--- config.mk ---
export PLATFORM = sky130hd
export DESIGN_NAME = htif_word_adapter
export DESIGN_NICKNAME = d
export VERILOG_FILES = /design/src/rtl/htif_word_adapter.sv
export SDC_FILE = /design/constraint.sdc
export NUM_CORES = 1
export LEC_CHECK = 0
export BUFFER_PORTS_ARGS = -buffer_cell sky130_fd_sc_hd__buf_2
export CAP_MARGIN = 10
export CORE_MARGIN = 2
export CORE_UTILIZATION = 44
export CTS_CLUSTER_DIAMETER = 100
export DETAILED_ROUTE_END_ITERATION = 12
export PLACE_DENSITY = 0.61
export SYNTH_ARGS = -nofsm -noshare
export SYNTH_HDL_FRONTEND = slang
export SYNTH_SLANG_ARGS = --single-unit
--- constraint.sdc ---
create_clock -name clk -period 5.4 [get_ports clk]
set_clock_uncertainty 0.05 [all_clocks]
set_input_delay 1.08 -clock clk [delete_from_list [all_inputs] [get_ports clk]]
set_output_delay 1.08 -clock clk [all_outputs]
set_load 0.02 [all_outputs]
--- src/rtl/htif_word_adapter.sv ---
// Word <-> HTIF beat bridge: serialises host words into narrow beats toward Top and
// packs beats from Top into words held in an occupancy-reporting output FIFO.
module htif_word_adapter #(
   parameter int WORD_BITS     = 32,
   parameter int HTIF_BITS     = 16,
   parameter int OUT_DEPTH     = 32,
   parameter int FLUSH_TIMEOUT = 0
) (
   input  logic                                           clk,
   input  logic                                           reset,
   input  logic                                           in_valid,
   output logic                                           in_ready,
   input  logic [WORD_BITS-1:0]                           in_bits,
   output logic                                           host_in_valid,
   input  logic                                           host_in_ready,
   output logic [HTIF_BITS-1:0]                           host_in_bits,
   input  logic                                           host_out_valid,
   output logic                                           host_out_ready,
   input  logic [HTIF_BITS-1:0]                           host_out_bits,
   input  logic                                           flush,
   output logic                                           out_valid,
   input  logic                                           out_ready,
   output logic [WORD_BITS-1:0]                           out_bits,
   output logic [$clog2((WORD_BITS/HTIF_BITS)+1)-1:0]     out_lanes,
   output logic [$clog2(OUT_DEPTH+1)-1:0]                 out_count
);

   localparam int R      = WORD_BITS / HTIF_BITS;
   localparam int IDX_W  = $clog2(R);
   localparam int LANE_W = $clog2(R + 1);
   localparam int CNT_W  = $clog2(OUT_DEPTH + 1);
   localparam int PTR_W  = $clog2(OUT_DEPTH);
   localparam int TMR_W  = (FLUSH_TIMEOUT > 0) ? $clog2(FLUSH_TIMEOUT + 1) : 1;

   localparam logic [IDX_W-1:0] LAST_IDX  = IDX_W'(R - 1);
   localparam logic [CNT_W-1:0] DEPTH_CNT = CNT_W'(OUT_DEPTH);
   localparam logic [TMR_W-1:0] TMR_LIMIT = TMR_W'(FLUSH_TIMEOUT);
   localparam logic [TMR_W-1:0] TMR_MAX   = '1;

   logic [IDX_W-1:0]     dn_idx;
   logic [HTIF_BITS-1:0] dn_beat;
   logic                 dn_fire;

   logic [IDX_W-1:0]     pk_idx;
   logic [WORD_BITS-1:0] pk_data;
   logic [WORD_BITS-1:0] full_word;
   logic [TMR_W-1:0]     timer;
   logic                 flush_pend;
   logic                 up_fire;
   logic                 word_done;
   logic                 timeout_hit;
   logic                 pend_eff;
   logic                 do_flush;

   logic [WORD_BITS-1:0] mem       [OUT_DEPTH];
   logic [LANE_W-1:0]    lanes_mem [OUT_DEPTH];
   logic [PTR_W-1:0]     wr_ptr;
   logic [PTR_W-1:0]     rd_ptr;
   logic [CNT_W-1:0]     count;
   logic                 fifo_full;
   logic                 fifo_empty;
   logic                 push;
   logic                 pop;
   logic [WORD_BITS-1:0] push_data;
   logic [LANE_W-1:0]    push_lanes;

   // Down path: the host word is held upstream until its last lane goes out.
   always_comb begin
      dn_beat = '0;
      for (int k = 0; k < R; k++) begin
         if (dn_idx == IDX_W'(k)) dn_beat = in_bits[k*HTIF_BITS +: HTIF_BITS];
      end
   end

   assign host_in_valid = !reset && in_valid;
   assign host_in_bits  = dn_beat;
   assign in_ready      = !reset && host_in_ready && (dn_idx == LAST_IDX);
   assign dn_fire       = host_in_valid && host_in_ready;

   always_ff @(posedge clk) begin
      if (reset) begin
         dn_idx <= '0;
      end else if (dn_fire) begin
         dn_idx <= (dn_idx == LAST_IDX) ? '0 : dn_idx + 1'b1;
      end
   end

   assign fifo_full      = (count == DEPTH_CNT);
   assign fifo_empty     = (count == '0);
   assign host_out_ready = !reset && !((pk_idx == LAST_IDX) && fifo_full);
   assign up_fire        = host_out_valid && host_out_ready;
   assign word_done      = up_fire && (pk_idx == LAST_IDX);

   // A pending flush only fires in a cycle with no incoming beat, so pushes never collide.
   assign timeout_hit = (FLUSH_TIMEOUT != 0) && (timer == TMR_LIMIT);
   assign pend_eff    = flush_pend || flush || timeout_hit;
   assign do_flush    = pend_eff && (pk_idx != '0) && !fifo_full && !up_fire;

   always_comb begin
      full_word = pk_data;
      full_word[(R-1)*HTIF_BITS +: HTIF_BITS] = host_out_bits;
   end

   assign push       = word_done || do_flush;
   assign push_data  = word_done ? full_word : pk_data;
   assign push_lanes = word_done ? LANE_W'(R) : LANE_W'(pk_idx);

   always_ff @(posedge clk) begin
      if (reset) begin
         pk_idx     <= '0;
         pk_data    <= '0;
         flush_pend <= 1'b0;
         timer      <= '0;
      end else begin
         if (push) begin
            pk_idx  <= '0;
            pk_data <= '0;
         end else if (up_fire) begin
            pk_idx <= pk_idx + 1'b1;
            for (int k = 0; k < R; k++) begin
               if (pk_idx == IDX_W'(k)) pk_data[k*HTIF_BITS +: HTIF_BITS] <= host_out_bits;
            end
         end
         // With nothing packed and no beat arriving there is nothing to flush, so drop the request.
         flush_pend <= pend_eff && !do_flush && !((pk_idx == '0) && !up_fire);
         if (up_fire || do_flush) begin
            timer <= '0;
         end else if ((pk_idx != '0) && !flush_pend && (timer != TMR_MAX)) begin
            timer <= timer + 1'b1;
         end
      end
   end

   assign pop = out_valid && out_ready;

   always_ff @(posedge clk) begin
      if (reset) begin
         wr_ptr <= '0;
         rd_ptr <= '0;
         count  <= '0;
      end else begin
         if (push) wr_ptr <= wr_ptr + 1'b1;
         if (pop)  rd_ptr <= rd_ptr + 1'b1;
         case ({push, pop})
            2'b10:   count <= count + 1'b1;
            2'b01:   count <= count - 1'b1;
            default: count <= count;
         endcase
      end
   end

   // Storage carries no reset; the pointers alone define what is valid.
   always_ff @(posedge clk) begin
      if (push && !reset) begin
         mem[wr_ptr]       <= push_data;
         lanes_mem[wr_ptr] <= push_lanes;
      end
   end

   assign out_valid = !reset && !fifo_empty;
   assign out_bits  = out_valid ? mem[rd_ptr] : '0;
   assign out_lanes = out_valid ? lanes_mem[rd_ptr] : '0;
   assign out_count = reset ? '0 : count;

endmodule

==> results.sh, run 1 <==
export IMPL_fin_setup_tns_ns=0
export IMPL_stdcell_count=3793
export IMPL_cts_tree="done"
export IMPL_finalInstanceArea_mm2=0.0512
export IMPL_postPlaceCellArea_mm2=0.0473
export IMPL_clock_sinks=1144
export IMPL_nets=2402
export IMPL_io_buffers=114
export IMPL_cts_root_buf="clkbuf_16"
export IMPL_crit_fanout=40
export IMPL_final_common_cell="edfxtp_1"
export IMPL_critical_path_slowest_cell="or3_1"
export IMPL_hold_path_class="flip-flop to flip-flop"
export IMPL_async_flop_share=0
export IMPL_grt_max_degree=69
export IMPL_worst_slew_pin_slew_ns=1.25
export IMPL_max_freq_ghz=0.205
export IMPL_p_per_area_mw_per_mm2=356
export IMPL_drtAntennaViolNets=0
export IMPL_gp_congestion=0.780
export IMPL_num_io_pins=115
export IMPL_slew_viol_final=0
export IMPL_synth_area_mux_share=0.158
export IMPL_grt_overflow_total=0
export IMPL_critical_path_class="flip-flop to output port"
export IMPL_track_usage=0.214
export IMPL_die_height_um=323
export IMPL_drive_gt1_frac=0.290
export IMPL_yosys_area_top_type="edfxtp_1"
export IMPL_initial_core_util=0.445
export IMPL_yosysSeqAreaShare=0.756
export IMPL_fin_crit_sh=0.904
export IMPL_ys_warn_count=0
export IMPL_cts_resized=0
export IMPL_power_mw=18.2
export IMPL_num_vias=22200
export IMPL_synth_xor_area_frac=0.00196
export IMPL_num_antenna_cells=0
export IMPL_wirelength_um=111000
export IMPL_dpl_hpwl_um=64100
export IMPL_post_cts_buffers=0
export IMPL_synth_top_family_by_area="multiplexers"
export IMPL_drtIter0Drc=2346
export IMPL_synth_top_area_share=0.731
export IMPL_synth_area_top_cells="edfxtp_1, mux4_2, mux2i_1, dfxtp_1, a2111oi_2"
export IMPL_grt_pass1_vias=22900
export IMPL_max_cap_violations=0
export IMPL_setup_worst_path_end_class="output port"
export IMPL_finalHoldViolations=0
export IMPL_postSynthAreaPerCell_um2=20.7
export IMPL_clockBufferDepth=3
export IMPL_setup_violations=0
export IMPL_dr_pass1_iters=5
export IMPL_worst_endpoint_arrival_ns=3.75
export IMPL_viasPerCell=5.85
export IMPL_clk_latency_ns=0.69
export IMPL_syn_to_final_growth_pct=14.4
export IMPL_rsz0062_at_grt="no"
export IMPL_grt_pass1_wl_um=160000
export IMPL_antenna_found_initial=3
export IMPL_syn_inst=2156
export IMPL_synthAdderAreaFrac=0.00224
export IMPL_synthSimpleGateAreaFrac=0.0237
export IMPL_crit_required_ns=4.27
export IMPL_die_area_mm2=0.104
export IMPL_cts_buffers=115
export IMPL_cts_htree_levels=3
export IMPL_die_x_um=323
export IMPL_synth_cell_type_count=51
export IMPL_design_core_area_mm2=0.100
export IMPL_synth_edf_count=1088
export IMPL_ys_ff_latch=1144
export IMPL_mappedNetlistNets=2219
export IMPL_netlist_area_mm2=0.0447
export IMPL_fin_crit_ns=4.88
export IMPL_ir_drop_mv=0.265
export IMPL_layout_common_cells="edfxtp_1, mux2i_1, mux4_2"
export IMPL_synthFlopType="edfxtp_1"
export IMPL_drc=0
export IMPL_cp_slowest_stage_delay_ns=0.79
export IMPL_dp_cells=3576
export IMPL_status="finished, final reports clean"
export IMPL_leakagePower_nw=16.3
export IMPL_synth_compound_area_frac=0.0402
export IMPL_rows=116
export IMPL_wl_per_cell_um=29.3
export IMPL_cp_start_kind="flip-flop"
export IMPL_slew_headroom=0.166
export IMPL_clkSlewWorstSetupHoldPaths_ns=0.06
export IMPL_path_cells="or3_1, o22ai_1, a2111oi_2, buf_4, buf_2"
export IMPL_cts_hold_buf=0
## metal layers
metal,GRT usage,vias to the layer above,routed length (um),share of wire
met3,0.0343,150,8240,0.074
met5,0,-,0,0
li1,-,9315,-,-
met1,0.300,11800,46100,0.42
met2,0.354,905,54600,0.49
met4,0.0540,0,2030,0.018
## worst paths after layout
kind,start,to,slack [ns],cells past startpoint
hold reg to reg,pk_data[5],pk_data[5],0.41,2
hold / removal,pk_data[5],pk_data[5],0.41,2
setup reg to reg,count[0],mem[4][22],1.90,6
setup / recovery,flip-flop,out_bits[12],0.52,5
## layout make-up
cell class              instances  area, um^2
clock buffers                 159        3250
clock inverters                55         524
fillers                      7946       49300
inverters                       7        26.3
multi-input cells             874       10400
flip-flops and latches       1144       33800
well taps                    1357        1700
repair buffers                197        1450
## where the power goes
| part | total, mW | leakage [nW] | internal (mW) | switching [mW] |
|---|---|---|---|---|
| Sequential | 9.72 | 10.8 | 9.68 | 0.0379 |
| Clock | 7.89 | 1.86 | 4.59 | 3.30 |
| Combinational | 0.596 | 3.69 | 0.221 | 0.376 |
## through the flow
| stage | setup slack [ns] | util | hold slack, ns |
|---|---|---|---|
| final | 0.521 | 0.509 | 0.411 |
| after detailed placement | 1.24 | 0.471 | 0.405 |
| after global placement | 1.29 | 0.471 | 0.401 |
| after global routing | 0.359 | 0.509 | 0.433 |
| after floorplan | 0.956 | - | 0.409 |
| after CTS | 0.495 | 0.509 | 0.414 |
## critical path, delay by kind of cell (launching register included)
kind / cells / cell delay (ns)
flops: 1 / 0.76
buf+inv: 2 / 0.34
compound gates: 2 / 1.09
simple gates: 1 / 0.79
## registers in the layout (all words and copies together) (netlist names), named ones only
signal / flops
dn_idx: 1
pk_idx: 1
flush_pend: 1
wr_ptr: 5
lanes_mem: 64
rd_ptr: 5
count: 6
mem: 1024
pk_data: 32
## synthesized netlist by cell type, drive strengths merged, types with 27 or more instances
cell / number
o211a: 34
buf: 77
nor2b: 28
mux4: 204
a21oi: 27
nor2: 54
mux2: 34
o22ai: 34
a22oi: 68
dfxtp: 56
mux2i: 207
nand2: 46
clkbuf: 54
edfxtp: 1088
nand3: 39
a2111oi: 34
## cells by family after synthesis
kind of cell / count (synthesis)
AOI/OAI and AO/OA: 211
buffers and inverters: 138
adders and majority gates: 8
DFF: 1144
muxes: 445
xor gates and xnor gates: 10
and+or+nand+nor: 200
(Power assumes the default switching activity.)
==> run 2, diff against run 1 <==
- CORE_ASPECT_RATIO: default -> 1.25
==> run 2 against run 1 <==
Against the previous run:
- sequential share of layout area is 0.11 points higher
- final cell count fell by 1.3%
- sequential power barely moved
- non-clock buffer count up 2
- first-iteration DRC count up 0.17%
- total power down 2.8%
- highest routed layer is now met5
==> results.sh, run 2 (synthesis gave the netlist of run 1 again) <==
export IMPL_dr_wl_met3_um=6870
export IMPL_track_usage=0.218
export IMPL_gp_congestion=0.812
export IMPL_fin_crit_sh=0.885
export IMPL_holdCritStartpoint="pk_data[8]"
export IMPL_drc=0
export IMPL_grt_pass1_wl_um=162000
export IMPL_rows=130
export IMPL_max_cap_violations=0
export IMPL_worst_r2r_endpoint="mem[6][25]"
export IMPL_utilization=0.507
export IMPL_grt_pass1_vias=22800
export IMPL_regMostFlops="mem"
export IMPL_holdPathEnd="pk_data[8]"
export IMPL_drtIter0Drc=2350
export IMPL_num_vias=22200
export IMPL_grt_max_degree=61
export IMPL_die_area_mm2=0.104
export IMPL_design_core_area_mm2=0.101
export IMPL_num_antenna_cells=0
export IMPL_largest_register_ff_count=1024
export IMPL_cts_root_buf="clkbuf_16"
export IMPL_setup_worst_path_end_class="output port"
export IMPL_setup_violations=0
export IMPL_clkSlewWorstSetupHoldPaths_ns=0.06
export IMPL_worst_slew_pin_slew_ns=1.22
export IMPL_drive_gt1_frac=0.286
export IMPL_wl_met2_um=57300
export IMPL_status="finished, final reports clean"
export IMPL_dr_pass1_iters=5
export IMPL_cts_resized=0
export IMPL_initial_core_util=0.444
export IMPL_wl_per_cell_um=30.0
export IMPL_clockBufferDepth=3
export IMPL_layout_common_cells="edfxtp_1, mux2i_1, mux4_2"
export IMPL_grt_overflow_total=0
export IMPL_fin_setup_tns_ns=0
export IMPL_finalHoldViolations=0
export IMPL_wirelength_um=112000
export IMPL_clock_sinks=1144
export IMPL_rsz0062_at_grt="no"
export IMPL_crit_required_ns=4.27
export IMPL_nets=2397
export IMPL_critical_path_class="flip-flop to output port"
export IMPL_hold_path_class="flip-flop to flip-flop"
export IMPL_rrSetupSlack_ns=1.92
export IMPL_syn_to_final_growth_pct=14.2
export IMPL_drtAntennaViolNets=0
export IMPL_crit_fanout=32
export IMPL_die_x_um=289
export IMPL_cts_hold_buf=0
export IMPL_worst_endpoint_arrival_ns=3.65
export IMPL_fin_crit_ns=4.78
export IMPL_post_cts_buffers=0
export IMPL_die_height_um=360
export IMPL_io_buffers=114
export IMPL_num_io_pins=115
export IMPL_p_per_area_mw_per_mm2=347
export IMPL_whs_path_depth=2
export IMPL_reg_top3="mem x1024, lanes_mem x64, pk_data x32"
export IMPL_cts_buffers=108
export IMPL_wl_met1_um=44900
export IMPL_reg2regPathDepth=6
export IMPL_cts_htree_levels=3
export IMPL_ir_drop_mv=0.288
export IMPL_viasPerCell=5.94
export IMPL_slew_headroom=0.184
export IMPL_final_common_cell="edfxtp_1"
export IMPL_cts_tree="done"
export IMPL_top_layer="met5"
export IMPL_dpl_hpwl_um=67300
export IMPL_clk_latency_ns=0.72
export IMPL_leakagePower_nw=16.2
export IMPL_antenna_found_initial=2
export IMPL_cp_start_kind="flip-flop"
export IMPL_max_freq_ghz=0.209
export IMPL_reg2reg_from="count[0]"
export IMPL_slew_viol_final=0
run 2: through the flow:
stage | hold slack [ns] | power, mW | instance area (um^2) | instances | setup WS, ns
final | 0.419 | 17.7 | 51100 | 3744 | 0.624
after global routing | 0.439 | 18.2 | 51100 | 3744 | 0.486
after CTS | 0.424 | 17.8 | 50900 | 3738 | 0.521
after detailed placement | 0.415 | 10.5 | 47500 | 3538 | 1.29
after global placement | 0.411 | 10.5 | 47500 | 3538 | 1.29
after floorplan | 0.409 | 10.3 | 44700 | 2156 | 0.956
run 2: routing by layer:
layer  vias to the layer above  GRT usage
met5                         -          0
met4                         2     0.0729
met3                       167     0.0281
met2                       879      0.373
met1                     11900      0.289
li1                       9312          -
run 2: critical path, stage by stage (launching register included):
cell	delay [ns]
dfxtp_4	0.75
buf_12	0.34
buf_12	0.24
mux2i_1	0.10
a22oi_1	0.25
nand3_1	0.20
o211a_1	0.22
a2111oi_2	0.51
buf_2	0.27
run 2: layout make-up:
type	instances	area, um^2
Clock buffer	146	2970
Clock inverter	54	462
Fill cell	7877	49600
Inverter	7	26.3
Multi-Input combinational cell	874	10400
Sequential cell	1144	33800
Tap cell	1320	1650
Timing Repair Buffer	199	1750
run 2: where the power goes:
| group | total [mW] | switching, mW | leakage, nW | internal, mW |
|---|---|---|---|---|
| combinational | 0.587 | 0.359 | 3.77 | 0.227 |
| clock | 7.38 | 3.24 | 1.67 | 4.14 |
| sequential | 9.75 | 0.0659 | 10.8 | 9.68 |
run 2: worst max-delay path by stage:
stage               slack, ns          endpoint  depth (start not counted)      start
floorplan                0.96  lanes_mem[31][0]                          4      reset
global placement         1.29      out_bits[27]                          5      reset
detailed placement       1.29      out_bits[27]                          5      reset
CTS                      0.52      out_lanes[0]                          8  flip-flop
global route             0.49      out_bits[19]                          7  flip-flop
finish                   0.62      out_lanes[0]                          8  flip-flop
